<file path="src/rtl/uart_tx_frame_pkg.sv">
// Shared types and constants for the UART transmit framer.
// Holds the FSM encoding, parity selector values and default line levels.
package uart_tx_frame_pkg;

    typedef enum logic [2:0] {
        ST_IDLE   = 3'd0,
        ST_START  = 3'd1,
        ST_DATA   = 3'd2,
        ST_PARITY = 3'd3,
        ST_STOP   = 3'd4
    } tx_state_e;

    localparam logic PAR_EVEN = 1'b0;
    localparam logic PAR_ODD  = 1'b1;

    localparam logic DEF_START_BIT = 1'b0;
    localparam logic DEF_STOP_BIT  = 1'b1;

    // Parity bit from the XOR-reduction of the payload and the parity type
    function automatic logic parity_bit(input logic xor_bits, input logic par_typ);
        return (par_typ == PAR_ODD) ? ~xor_bits : xor_bits;
    endfunction

endpackage

</file>
<file path="src/rtl/uart_tx_serializer.sv">
// Payload shift register and bit counter for the UART transmit framer.
// serial_o presents the next bit to put on the line; done_o flags the last data bit.
module uart_tx_serializer #(
    parameter int unsigned DATA_WIDTH = 8
) (
    input  logic                  clk_i,
    input  logic                  rst_ni,
    input  logic                  load_i,
    input  logic [DATA_WIDTH-1:0] data_i,
    input  logic                  shift_i,
    output logic                  serial_o,
    output logic                  done_o
);

    localparam int unsigned CNT_W = (DATA_WIDTH > 1) ? $clog2(DATA_WIDTH) : 1;
    localparam logic [CNT_W-1:0] LAST_IDX = CNT_W'(DATA_WIDTH - 1);

    logic [DATA_WIDTH-1:0] sreg_q, sreg_d;
    logic [CNT_W-1:0]      cnt_q, cnt_d;

    // Counter is preset to the last index so the first shift (entering DATA) wraps it to 0;
    // from then on it holds the index of the bit currently on the line.
    always_comb begin
        sreg_d = sreg_q;
        cnt_d  = cnt_q;
        if (load_i) begin
            sreg_d = data_i;
            cnt_d  = LAST_IDX;
        end else if (shift_i) begin
            sreg_d = sreg_q >> 1;
            cnt_d  = (cnt_q == LAST_IDX) ? '0 : CNT_W'(cnt_q + CNT_W'(1));
        end
    end

    always_ff @(posedge clk_i or negedge rst_ni) begin
        if (!rst_ni) begin
            sreg_q <= '0;
            cnt_q  <= '0;
        end else begin
            sreg_q <= sreg_d;
            cnt_q  <= cnt_d;
        end
    end

    assign serial_o = sreg_q[0];
    assign done_o   = (cnt_q == LAST_IDX);

endmodule

</file>
<file path="src/rtl/uart_tx_frame.sv">
// UART transmit framer: start bit, LSB-first payload, optional parity, stop bit.
// One line bit per CLK_DESERIALIZER edge; TX_OUT and BUSY come straight from flops.
module uart_tx_frame
    import uart_tx_frame_pkg::*;
#(
    parameter int unsigned DATA_WIDTH = 8,
    parameter logic        START_BIT  = DEF_START_BIT,
    parameter logic        STOP_BIT   = DEF_STOP_BIT
) (
    input  logic                  CLK_DESERIALIZER,
    input  logic                  RST_DESERIALIZER,
    input  logic [DATA_WIDTH-1:0] P_DATA,
    input  logic                  DATA_VALID,
    input  logic                  PAR_EN,
    input  logic                  PAR_TYP,
    output logic                  TX_OUT,
    output logic                  BUSY
);

    tx_state_e state_q, state_d;
    logic      tx_q, tx_d;
    logic      busy_q, busy_d;
    logic      par_en_q, par_en_d;
    logic      parity_q, parity_d;
    logic      accept;
    logic      ser_load, ser_shift, ser_bit, ser_done;

    assign accept = (state_q == ST_IDLE) && DATA_VALID;

    uart_tx_serializer #(
        .DATA_WIDTH (DATA_WIDTH)
    ) u_serializer (
        .clk_i    (CLK_DESERIALIZER),
        .rst_ni   (RST_DESERIALIZER),
        .load_i   (ser_load),
        .data_i   (P_DATA),
        .shift_i  (ser_shift),
        .serial_o (ser_bit),
        .done_o   (ser_done)
    );

    always_ff @(posedge CLK_DESERIALIZER or negedge RST_DESERIALIZER) begin
        if (!RST_DESERIALIZER) begin
            state_q <= ST_IDLE;
        end else begin
            state_q <= state_d;
        end
    end

    always_comb begin
        state_d = state_q;
        unique case (state_q)
            ST_IDLE:   if (DATA_VALID) state_d = ST_START;
            ST_START:  state_d = ST_DATA;
            ST_DATA:   if (ser_done) state_d = par_en_q ? ST_PARITY : ST_STOP;
            ST_PARITY: state_d = ST_STOP;
            ST_STOP:   state_d = ST_IDLE;
            default:   state_d = ST_IDLE;
        endcase
    end

    // Line level and busy flag for the upcoming cycle, plus serializer control
    always_comb begin
        tx_d      = STOP_BIT;
        busy_d    = 1'b0;
        ser_load  = accept;
        ser_shift = 1'b0;
        unique case (state_d)
            ST_IDLE:   tx_d = STOP_BIT;
            ST_START:  tx_d = START_BIT;
            ST_DATA:   tx_d = ser_bit;
            ST_PARITY: tx_d = parity_q;
            ST_STOP:   tx_d = STOP_BIT;
            default:   tx_d = STOP_BIT;
        endcase
        busy_d = (state_d != ST_IDLE);
        if ((state_q == ST_START) || ((state_q == ST_DATA) && !ser_done)) begin
            ser_shift = 1'b1;
        end
    end

    // Frame settings are captured only on the accepting edge
    always_comb begin
        par_en_d = par_en_q;
        parity_d = parity_q;
        if (accept) begin
            par_en_d = PAR_EN;
            parity_d = parity_bit(^P_DATA, PAR_TYP);
        end
    end

    always_ff @(posedge CLK_DESERIALIZER or negedge RST_DESERIALIZER) begin
        if (!RST_DESERIALIZER) begin
            tx_q     <= STOP_BIT;
            busy_q   <= 1'b0;
            par_en_q <= 1'b0;
            parity_q <= 1'b0;
        end else begin
            tx_q     <= tx_d;
            busy_q   <= busy_d;
            par_en_q <= par_en_d;
            parity_q <= parity_d;
        end
    end

    assign TX_OUT = tx_q;
    assign BUSY   = busy_q;

endmodule

</file>
<file path="config.mk">
export PLATFORM = sky130hd
export DESIGN_NAME = uart_tx_frame
export DESIGN_NICKNAME = d
export VERILOG_FILES = /design/src/rtl/uart_tx_frame_pkg.sv /design/src/rtl/uart_tx_serializer.sv /design/src/rtl/uart_tx_frame.sv
export SDC_FILE = /design/constraint.sdc
export NUM_CORES = 1
export LEC_CHECK = 0
export ABC_AREA = 1
export CORE_MARGIN = 2
export CORE_UTILIZATION = 49
export DETAILED_ROUTE_END_ITERATION = 8
export PLACE_DENSITY = 0.84
export SYNTH_ARGS = -nofsm -noshare
export SYNTH_HDL_FRONTEND = slang
export SYNTH_SLANG_ARGS = --single-unit
</file>
<file path="constraint.sdc">
create_clock -name CLK_DESERIALIZER -period 2 [get_ports CLK_DESERIALIZER]
set_clock_uncertainty 0.2 [all_clocks]
set_input_delay 0.4 -clock CLK_DESERIALIZER [delete_from_list [all_inputs] [get_ports CLK_DESERIALIZER]]
set_output_delay 0.4 -clock CLK_DESERIALIZER [all_outputs]
set_load 0.01 [all_outputs]
</file>
=== After elaboration in Yosys (flattened, before gate mapping) ===
Index checks and enable logic that the tools add are counted.

* Register bits after elaboration: 18
* Input port bits: 13
* Output and inout bits: 2
* Logic and storage cells: 36

* $add $sub $neg: 1
* Equality and inequality tests: 7
* Mux-type cells: 12
* Bitwise gates (word level): 1
* Reduce and logical (&&, ||, !) cells: 8

{| class="wikitable"
|+ Operators with widths
! cell !! count
|-
| two-way mux 3 bit || 6
|-
| two-way mux 8 bit || 2
|-
| equality test 3 x 2 -> 1 bit, second input constant || 4
|-
| case mux 3 bit (4 select lines) || 1
|-
| parity 8 bit || 1
|-
| equality test 3 x 1 -> 1 bit, second input constant || 2
|-
| adder 3 x 1 -> 3 bit, second input constant || 1
|-
| equality test 3 bit, second input constant || 1
|-
| zero test 3 bit || 1
|-
| case mux 1 bit (3 select lines) || 1
|-
| nonzero test 3 bit || 1
|-
| logical AND 1 bit || 2
|-
| two-way mux 1 bit || 2
|-
| nonzero test 2 bit || 1
|-
| zero test 1 bit || 1
|-
| logical OR 1 bit || 1
|-
| inverter 1 bit || 1
|}

=== Logic depth before layout (Yosys ltp) ===
Gate-level depths: netlist of the first run.

* Depth after elaboration: 7
* Mapped depth: 10
* Depth with buffers taken out: 10

=== Modules after synthesis ===
Synthesis of the first run repeated with hierarchy kept, for this count alone.

* Cell total of the unflattened synthesis: 122
* Area, all modules: 952.2 um^2

{| class="wikitable"
|+ Modules (own cells, without submodules)
! module !! times used !! cells each !! area each (um^2) !! seq. area each (um^2)
|-
| uart_tx_serializer || 1 || 62 || 525.5 || 275.3
|-
| uart_tx_frame || 1 || 60 || 426.7 || 176.4
|}

=== Worst setup path after synthesis of the first run ===
No wires, ideal clock.

* Kind: register to register
* From: register u_serializer.cnt_q[0]
* To: register busy_q, in the netlist BUSY
* Library setup time: 0.131 ns
* Arrival: 1.303 ns
* Required time: 1.669 ns
* Setup slack: 0.366 ns
* Cell stages (with the launch flop): 8
* Buffers on the path: 0
* Period minus slack after synthesis: 1.634 ns
* Cells stage by stage: dfrtp_1 ha_1 ha_1 inv_1 nor2_2 nor2_1 nor3_1 or3_1

* Word-level cells in the longest chain between the ends: 4

{| class="wikitable"
|+ RTL lines
! what !! RTL line !! source
|-
| start: declaration || uart_tx_serializer.sv:19 || <nowiki>logic [CNT_W-1:0] cnt_q, cnt_d;</nowiki>
|-
| start signal: assignment || uart_tx_serializer.sv:41 || <nowiki>cnt_q <= cnt_d;</nowiki>
|-
| equality test 3 bit || uart_tx_serializer.sv:46 || <nowiki>assign done_o = (cnt_q == LAST_IDX);</nowiki>
|-
| two-way mux 3 bit || uart_tx_frame.sv:55 || <nowiki>ST_DATA: if (ser_done) state_d = par_en_q ? ST_PARITY : ST_STOP;</nowiki>
|-
| case mux 3 bit (4 select lines) || uart_tx_frame.sv:52 || <nowiki>unique case (state_q)</nowiki>
|-
| via state_d[2] || uart_tx_frame.sv:20 || <nowiki>tx_state_e state_q, state_d;</nowiki>
|-
| nonzero test 3 bit || uart_tx_frame.sv:76 || <nowiki>busy_d = (state_d != ST_IDLE);</nowiki>
|-
| via busy_d || uart_tx_frame.sv:22 || <nowiki>logic busy_q, busy_d;</nowiki>
|-
| end signal: assignment || uart_tx_frame.sv:100 || <nowiki>busy_q <= busy_d;</nowiki>
|-
| end: declaration || uart_tx_frame.sv:22 ||
|}

The timed path passes the listed nets, and every way through them passes these cells.
A chain may end at the register's enable or synchronous reset.

=== Worst setup path after layout of the first run ===
* From: register tx_q, in the netlist TX_OUT
* To: output TX_OUT

{| class="wikitable"
|+ RTL lines
! what !! RTL line !! source
|-
| start: declaration || uart_tx_frame.sv:21 || <nowiki>logic tx_q, tx_d;</nowiki>
|-
| start signal: assignment || uart_tx_frame.sv:99 || <nowiki>tx_q <= tx_d;</nowiki>
|-
| end: declaration || uart_tx_frame.sv:16 || <nowiki>output logic TX_OUT,</nowiki>
|}

No word-level cell between the ends.

==> results of run 1 <==
## flip-flops by register name, summed over array words and instances (netlist names)
register / cells
u_serializer.cnt_q: 3
u_serializer.sreg_q: 8
parity_q: 1
BUSY: 1
TX_OUT: 1
state_q: 3
par_en_q: 1
## cell families after synthesis
logic type,count (synthesis),synth area share (%)
simple gates,66,28.9
compound gates,20,13.8
buf+inv,19,8.66
flops,18,45.3
fa+ha+maj,2,2.51
xor+xnor,1,0.878
## cells in the mapped netlist, types with 2 or more instances
cell     count
ha_1         2
nor2_2       2
nand3_2      2
inv_1       14
buf_4        2
o21ai_2      8
nand2_1     41
inv_2        2
dfrtp_1     17
nor2_1      11
o21ai_1      6
nand3_1      5
o21ai_0      3
## layout make-up
type | count | area (sq um) | share of cell area [%]
timing repair buffer | 17 | 163 | 13.5
multi-input combinational | 89 | 459 | 38.1
inverter | 16 | 60.1 | 4.99
sequential | 18 | 452 | 37.5
tap | 27 | 33.8 | 2.81
clock buffer | 4 | 36.3 | 3.01
## worst paths after layout
path / start / end / slack [ns] / cells past startpoint
max in group asynchronous: RST_DESERIALIZER / u_serializer.sreg_q[3] / 0.91 / 2
max: TX_OUT / TX_OUT / 0.06 / 1
min: RST_DESERIALIZER / par_en_q / 0.21 / 1
min in group CLK_DESERIALIZER: u_serializer.cnt_q[1] / u_serializer.cnt_q[1] / 0.29 / 2
max reg2reg: u_serializer.cnt_q[0] / u_serializer.sreg_q[2] / 0.22 / 8
min reg2reg: u_serializer.cnt_q[1] / u_serializer.cnt_q[1] / 0.29 / 2
## metrics by stage
step / setup slack (ns) / utilization [%] / area, sq um / hold WS [ns] / total power [mW]
finish: 0.0582 / 62.0 / 1200 / 0.205 / 1.80
global placement: 0.189 / 60.1 / 1170 / 0.261 / 1.55
detailed placement: 0.134 / 60.1 / 1170 / 0.268 / 1.59
floorplan: 0.366 / - / 997 / -0.0956 / 1.37
CTS: 0.0413 / 62.0 / 1200 / 0.204 / 1.81
global route: 0.00249 / 62.0 / 1200 / 0.213 / 2.00
## report_power, final
part	switching (mW)	internal (mW)
clock network	0.108	0.111
registers	0.108	0.558
logic	0.536	0.376
total	0.753	1.05
## layer usage
metal / global-route usage, % / part of all wire (%) / vias to the layer above
met5: 0 / 0 / -
met4: 12.9 / 2.9 / 0
met3: 3.68 / 4.9 / 5
met2: 33.1 / 49 / 24
li1: - / - / 437
met1: 21.8 / 43 / 403
==> results.json, run 1 <==
{
  "status": "finished clean",
  "cts_buffer_depth": 2,
  "final_common_cell": "nand2_1",
  "synth_warnings": 0,
  "setup_viol": 0,
  "yosys.area.top_type": "dfrtp_1",
  "mostFrequentLayoutCells": "41 x nand2_1, 17 x dfrtp_1, 14 x inv_1, 14 x clkdlybuf4s50_1, 11 x nor2_1",
  "fin_crit_sh_pct": 97.1,
  "place_inst": 167,
  "syn-mean-instance-area_sq_um": 7.91,
  "crit_path_cell_trace": "clkdlybuf4s50_1",
  "drt_iter0_drc": 14,
  "grt_pass1_vias": 834,
  "crit_path_end_kind": "output port",
  "cap_violations": 0,
  "post_cts_resized": 0,
  "hold_class": "input pin to asynchronous set/reset pin",
  "place_congestion": 0.831,
  "num_rows": 16,
  "synth_top_cell_area_share_pct": 42.7,
  "syn_inst": 126,
  "syn_nets": 141,
  "groute.usage.overall_pct": 19.4,
  "cts_root_buf": "clkbuf_4",
  "grt_pass1_wl_mm": 3.50,
  "drc": 0,
  "htree_levels": 1,
  "crit_slowest_cell": "dfstp_2",
  "worstSkewPairLatency_ns": 0.29,
  "cts_buffers": 3,
  "crit_required_ns": 1.40,
  "ys.flop_type": "dfrtp_1",
  "synth-async-reset-ratio_pct": 100,
  "die-area_sq_um": 2410,
  "fmax_ghz": 0.515,
  "n_fill_cell": 184,
  "initial_core_util_pct": 51.4,
  "ys_seq_area_share_pct": 45.3,
  "maxSlewHeadroom_pct": 70.2,
  "via_per_inst": 5.08,
  "diodes": 0,
  "num_io_pins": 15,
  "tightest_slew_ns": 0.446,
  "post_cts_buffers": 0,
  "synth.distinct_cells": 24,
  "nets": 160,
  "hold_violations": 0,
  "period_needed_ns": 1.94,
  "ctsHoldBuffers": 0,
  "ant_nets": 0,
  "path_delay_family": "flip-flops",
  "yosys_register_bits": 18,
  "syn_to_final_growth_pct": 20.7,
  "start_kind": "flop",
  "drive_above_1_share_pct": 16.0,
  "wirelength_mm": 1.95,
  "cp.arrival_ns": 1.34,
  "synth_area_sq_um": 997,
  "clock-sinks": 18,
  "path_max_fanout": 1,
  "routedWlPerCell_um": 11.4,
  "core_area_sq_um": 1940,
  "cts_tree": "yes",
  "crit_type": "flop to output port",
  "setup_tns_ns": 0,
  "hpwl_mm": 1.51,
  "fp.dieW_um": 49.1,
  "stdcell_count": 171,
  "power_density_nw_per_um2": 1490,
  "cp_num_buf_inv": 1,
  "rsz0062_at_grt": "false",
  "ir_drop_mv": 0.629,
  "synth_edf_count": 0,
  "grt-ovfl-total": 0,
  "antenna_found_initial": 0,
  "die_h_um": 49.1,
  "clkTransAtPathRegs_ns": 0.10,
  "grt_max_degree": 14,
  "port_buffers": 14,
  "max_stage_delay_ns": 0.53,
  "power.leakage_nw": 0.611,
  "synthTopCellsByArea": "dfrtp_1 43%, nand2_1 15%, o21ai_2 7.0%",
  "vias": 869,
  "first_pass_iters": 4,
  "slew_violations": 0
}
No activity file was read; power rests on OpenSTA's default activity.
==> run 2: changes to the inputs <==
--- a/config.mk
+++ b/config.mk
@@ -5,11 +5,11 @@
 export SDC_FILE = /design/constraint.sdc
 export NUM_CORES = 1
 export LEC_CHECK = 0
-export ABC_AREA = 1
+export ABC_AREA = 0
 export CORE_MARGIN = 2
 export CORE_UTILIZATION = 49
 export DETAILED_ROUTE_END_ITERATION = 8
-export PLACE_DENSITY = 0.84
+export PLACE_DENSITY = 0.74
 export SYNTH_ARGS = -nofsm -noshare
 export SYNTH_HDL_FRONTEND = slang
 export SYNTH_SLANG_ARGS = --single-unit
==> run 2 against run 1 <==
The run now ends with setup timing left. Die area down 8.1%. Setup slack worse by 0.080 ns. Maximum frequency down 4.0%. Cell count down 17%. Critical endpoint is now u_serializer.sreg_q[3]. Sequential power up 1%. Clock-buffer cell count unchanged. Largest power group unchanged. Via count down 18%. Synthesized cell count down 28%.
==> results.json, run 2 <==
{
  "status": "finished with violations",
  "violations": "setup timing",
  "rr_startpoint": "u_serializer.cnt_q[0]",
  "slew_violations": 0,
  "clock-sinks": 18,
  "synth_warnings": 0,
  "ant_nets": 0,
  "timing.rr.end": "u_serializer.sreg_q[3]",
  "diodes": 0,
  "worstSkewPairLatency_ns": 0.29,
  "top_register": "u_serializer.sreg_q",
  "syn_nets": 106,
  "n_fill_cell": 143,
  "syn_to_final_growth_pct": 35.1,
  "hold_class": "input pin to asynchronous set/reset pin",
  "cap_violations": 0,
  "grt_max_degree": 19,
  "cts_buffer_depth": 2,
  "cts_tree": "yes",
  "power.leakage_nw": 0.534,
  "rsz0062_at_grt": "true",
  "num_io_pins": 15,
  "core_area_sq_um": 1750,
  "utilization_pct": 70.4,
  "top_regs": "u_serializer.sreg_q (8), state_q (3), u_serializer.cnt_q (3)",
  "fp.dieW_um": 47.1,
  "fin_ws_ns": -0.0217,
  "synth_common_cells": "17 x dfrtp_1, 16 x nand2_1, 8 x nor2_1",
  "hold_violations": 0,
  "seq_area_sq_um": 452,
  "ctsHoldBuffers": 0,
  "synth-async-reset-ratio_pct": 100,
  "nets": 133,
  "final_common_cell": "dfrtp_1",
  "hpwl_mm": 1.25,
  "wirelength_mm": 1.67,
  "fin_crit_sh_pct": 101,
  "syn_inst": 91,
  "period_needed_ns": 2.02,
  "clkTransAtPathRegs_ns": 0.10,
  "setup_tns_ns": -0.0437,
  "num_rows": 15,
  "synth.distinct_cells": 26,
  "synth_most_common_cell": "dfrtp_1",
  "largest_reg_flops": 8,
  "synth_edf_count": 0,
  "fmax_ghz": 0.495,
  "yosys_register_bits": 18,
  "r2r_setup_slack_ns": -0.02,
  "vias": 716,
  "tightest_slew_ns": 0.319,
  "place_congestion": 0.845,
  "die-area_sq_um": 2220,
  "ff2ff_path_depth": 7,
  "cts_buffers": 3,
  "antenna_found_initial": 0,
  "multi_input_area_sq_um": 453,
  "ir_drop_mv": 0.788,
  "drt_iter0_drc": 18,
  "stdcell_count": 142,
  "cp.arrival_ns": 2.04,
  "grt_pass1_wl_mm": 2.62,
  "ys_seq_area_share_pct": 49.7,
  "startpoint": "u_serializer.cnt_q[0]",
  "synth_top_cell_area_share_pct": 46.8,
  "setup_viol": 4,
  "htree_levels": 1,
  "groute.usage.overall_pct": 18.2,
  "port_buffers": 14,
  "cts_root_buf": "clkbuf_4",
  "drive_above_1_share_pct": 21.4,
  "mostFrequentLayoutCells": "17 x dfrtp_1, 16 x nand2_1, 13 x clkdlybuf4s50_1",
  "initial_core_util_pct": 52.1,
  "via_per_inst": 5.04,
  "path_max_fanout": 8,
  "maxSlewHeadroom_pct": 78.6,
  "yosys.area.top_type": "dfrtp_1",
  "crit_path_end_kind": "flop",
  "grt-ovfl-total": 0,
  "crit_required_ns": 2.02,
  "die_h_um": 47.1,
  "whs_ns": 0.231,
  "crit_type": "flop to flop",
  "grt_pass1_vias": 608,
  "synthTopCellsByArea": "dfrtp_1 47%, nand2_1 6.6%, mux2i_1 4.4%",
  "start_kind": "flop",
  "ys.flop_type": "dfrtp_1",
  "power_density_nw_per_um2": 1610,
  "endpoint": "u_serializer.sreg_q[3]",
  "place_inst": 137,
  "drc": 0,
  "syn-mean-instance-area_sq_um": 10.0,
  "total_power_mw": 1.98,
  "first_pass_iters": 4,
  "routedWlPerCell_um": 11.8,
  "synth_area_sq_um": 910
}
run 2: cell types whose count changed in the layout (fill, tap and decap cells not counted), sizes merged, moves of 4 or more:
cell | previous run | this run
mux2i | 0 | 4
nor2 | 13 | 8
buf | 3 | 11
a31oi | 0 | 6
xnor2 | 0 | 4
o21ai | 17 | 3
nand3 | 7 | 1
a21oi | 0 | 7
inv | 16 | 4
nand2 | 41 | 16
run 2: how the worst min path moves through the flow:
stage	end	slack [ns]	depth (start not counted)
floorplan	BUSY	-0.1	0
finish	u_serializer.sreg_q[4]	0.23	2
global placement	parity_q	0.27	2
CTS	state_q[1]	0.22	2
global route	par_en_q	0.22	2
detailed placement	u_serializer.cnt_q[1]	0.30	2
run 2: cell type report:
type                       count  share of cell area (%)
tap                           25                    2.55
multi-input combinational     66                    36.9
clock buffer                   4                    2.95
sequential                    18                    36.8
timing repair buffer          25                    19.7
inverter                       4                    1.22
run 2: stage by stage:
stage	area (sq um)	worst slack [ns]
2_1_floorplan	910	0.0120
3_3_place_gp	1150	-0.0518
3_5_place_dp	1150	-0.0781
4_1_cts	1210	-0.0499
5_1_grt	1230	-0.0955
6_report	1230	-0.0217
run 2: kinds of logic (layout without fill, tap and decap cells):
family | count (synthesis) | in the layout | share of synthesized area [%]
flops | 18 | 18 | 49.7
xor+xnor | 7 | 7 | 8.25
compound gates | 20 | 20 | 15.4
buf+inv | 7 | 33 | 3.30
mux | 4 | 4 | 4.40
simple gates | 33 | 33 | 16.2
fa+ha+maj | 2 | 2 | 2.75
run 2: routing by layer:
layer	wire (um)	global-route usage (%)	up-vias
li1	-	-	364
met1	720	22.9	330
met2	859	27.1	20
met3	71	4.62	2
met4	19	13.3	0
met5	0	0	-
run 2: power by group:
part / internal, mW / switching (mW)
clock: 0.111 / 0.112
sequential: 0.553 / 0.120
combinational: 0.576 / 0.507
total: 1.24 / 0.739
run 2: what timing repair did:
action                                  CTS  global route
setup buffers                             1             0
pin swaps                                 4             5
cloned                                    0             0
endpoints found under the setup margin    9            11
gates resized for setup                   3             6
run 2: worst max-delay path, cell delays in order, from the launching register on:
cell and delay [ns]:
dfrtp_1 0.40, ha_2 0.20, ha_4 0.15, or3b_4 0.40, a21oi_4 0.25, buf_12 0.16
nor2_1 0.04, a31oi_1 0.14
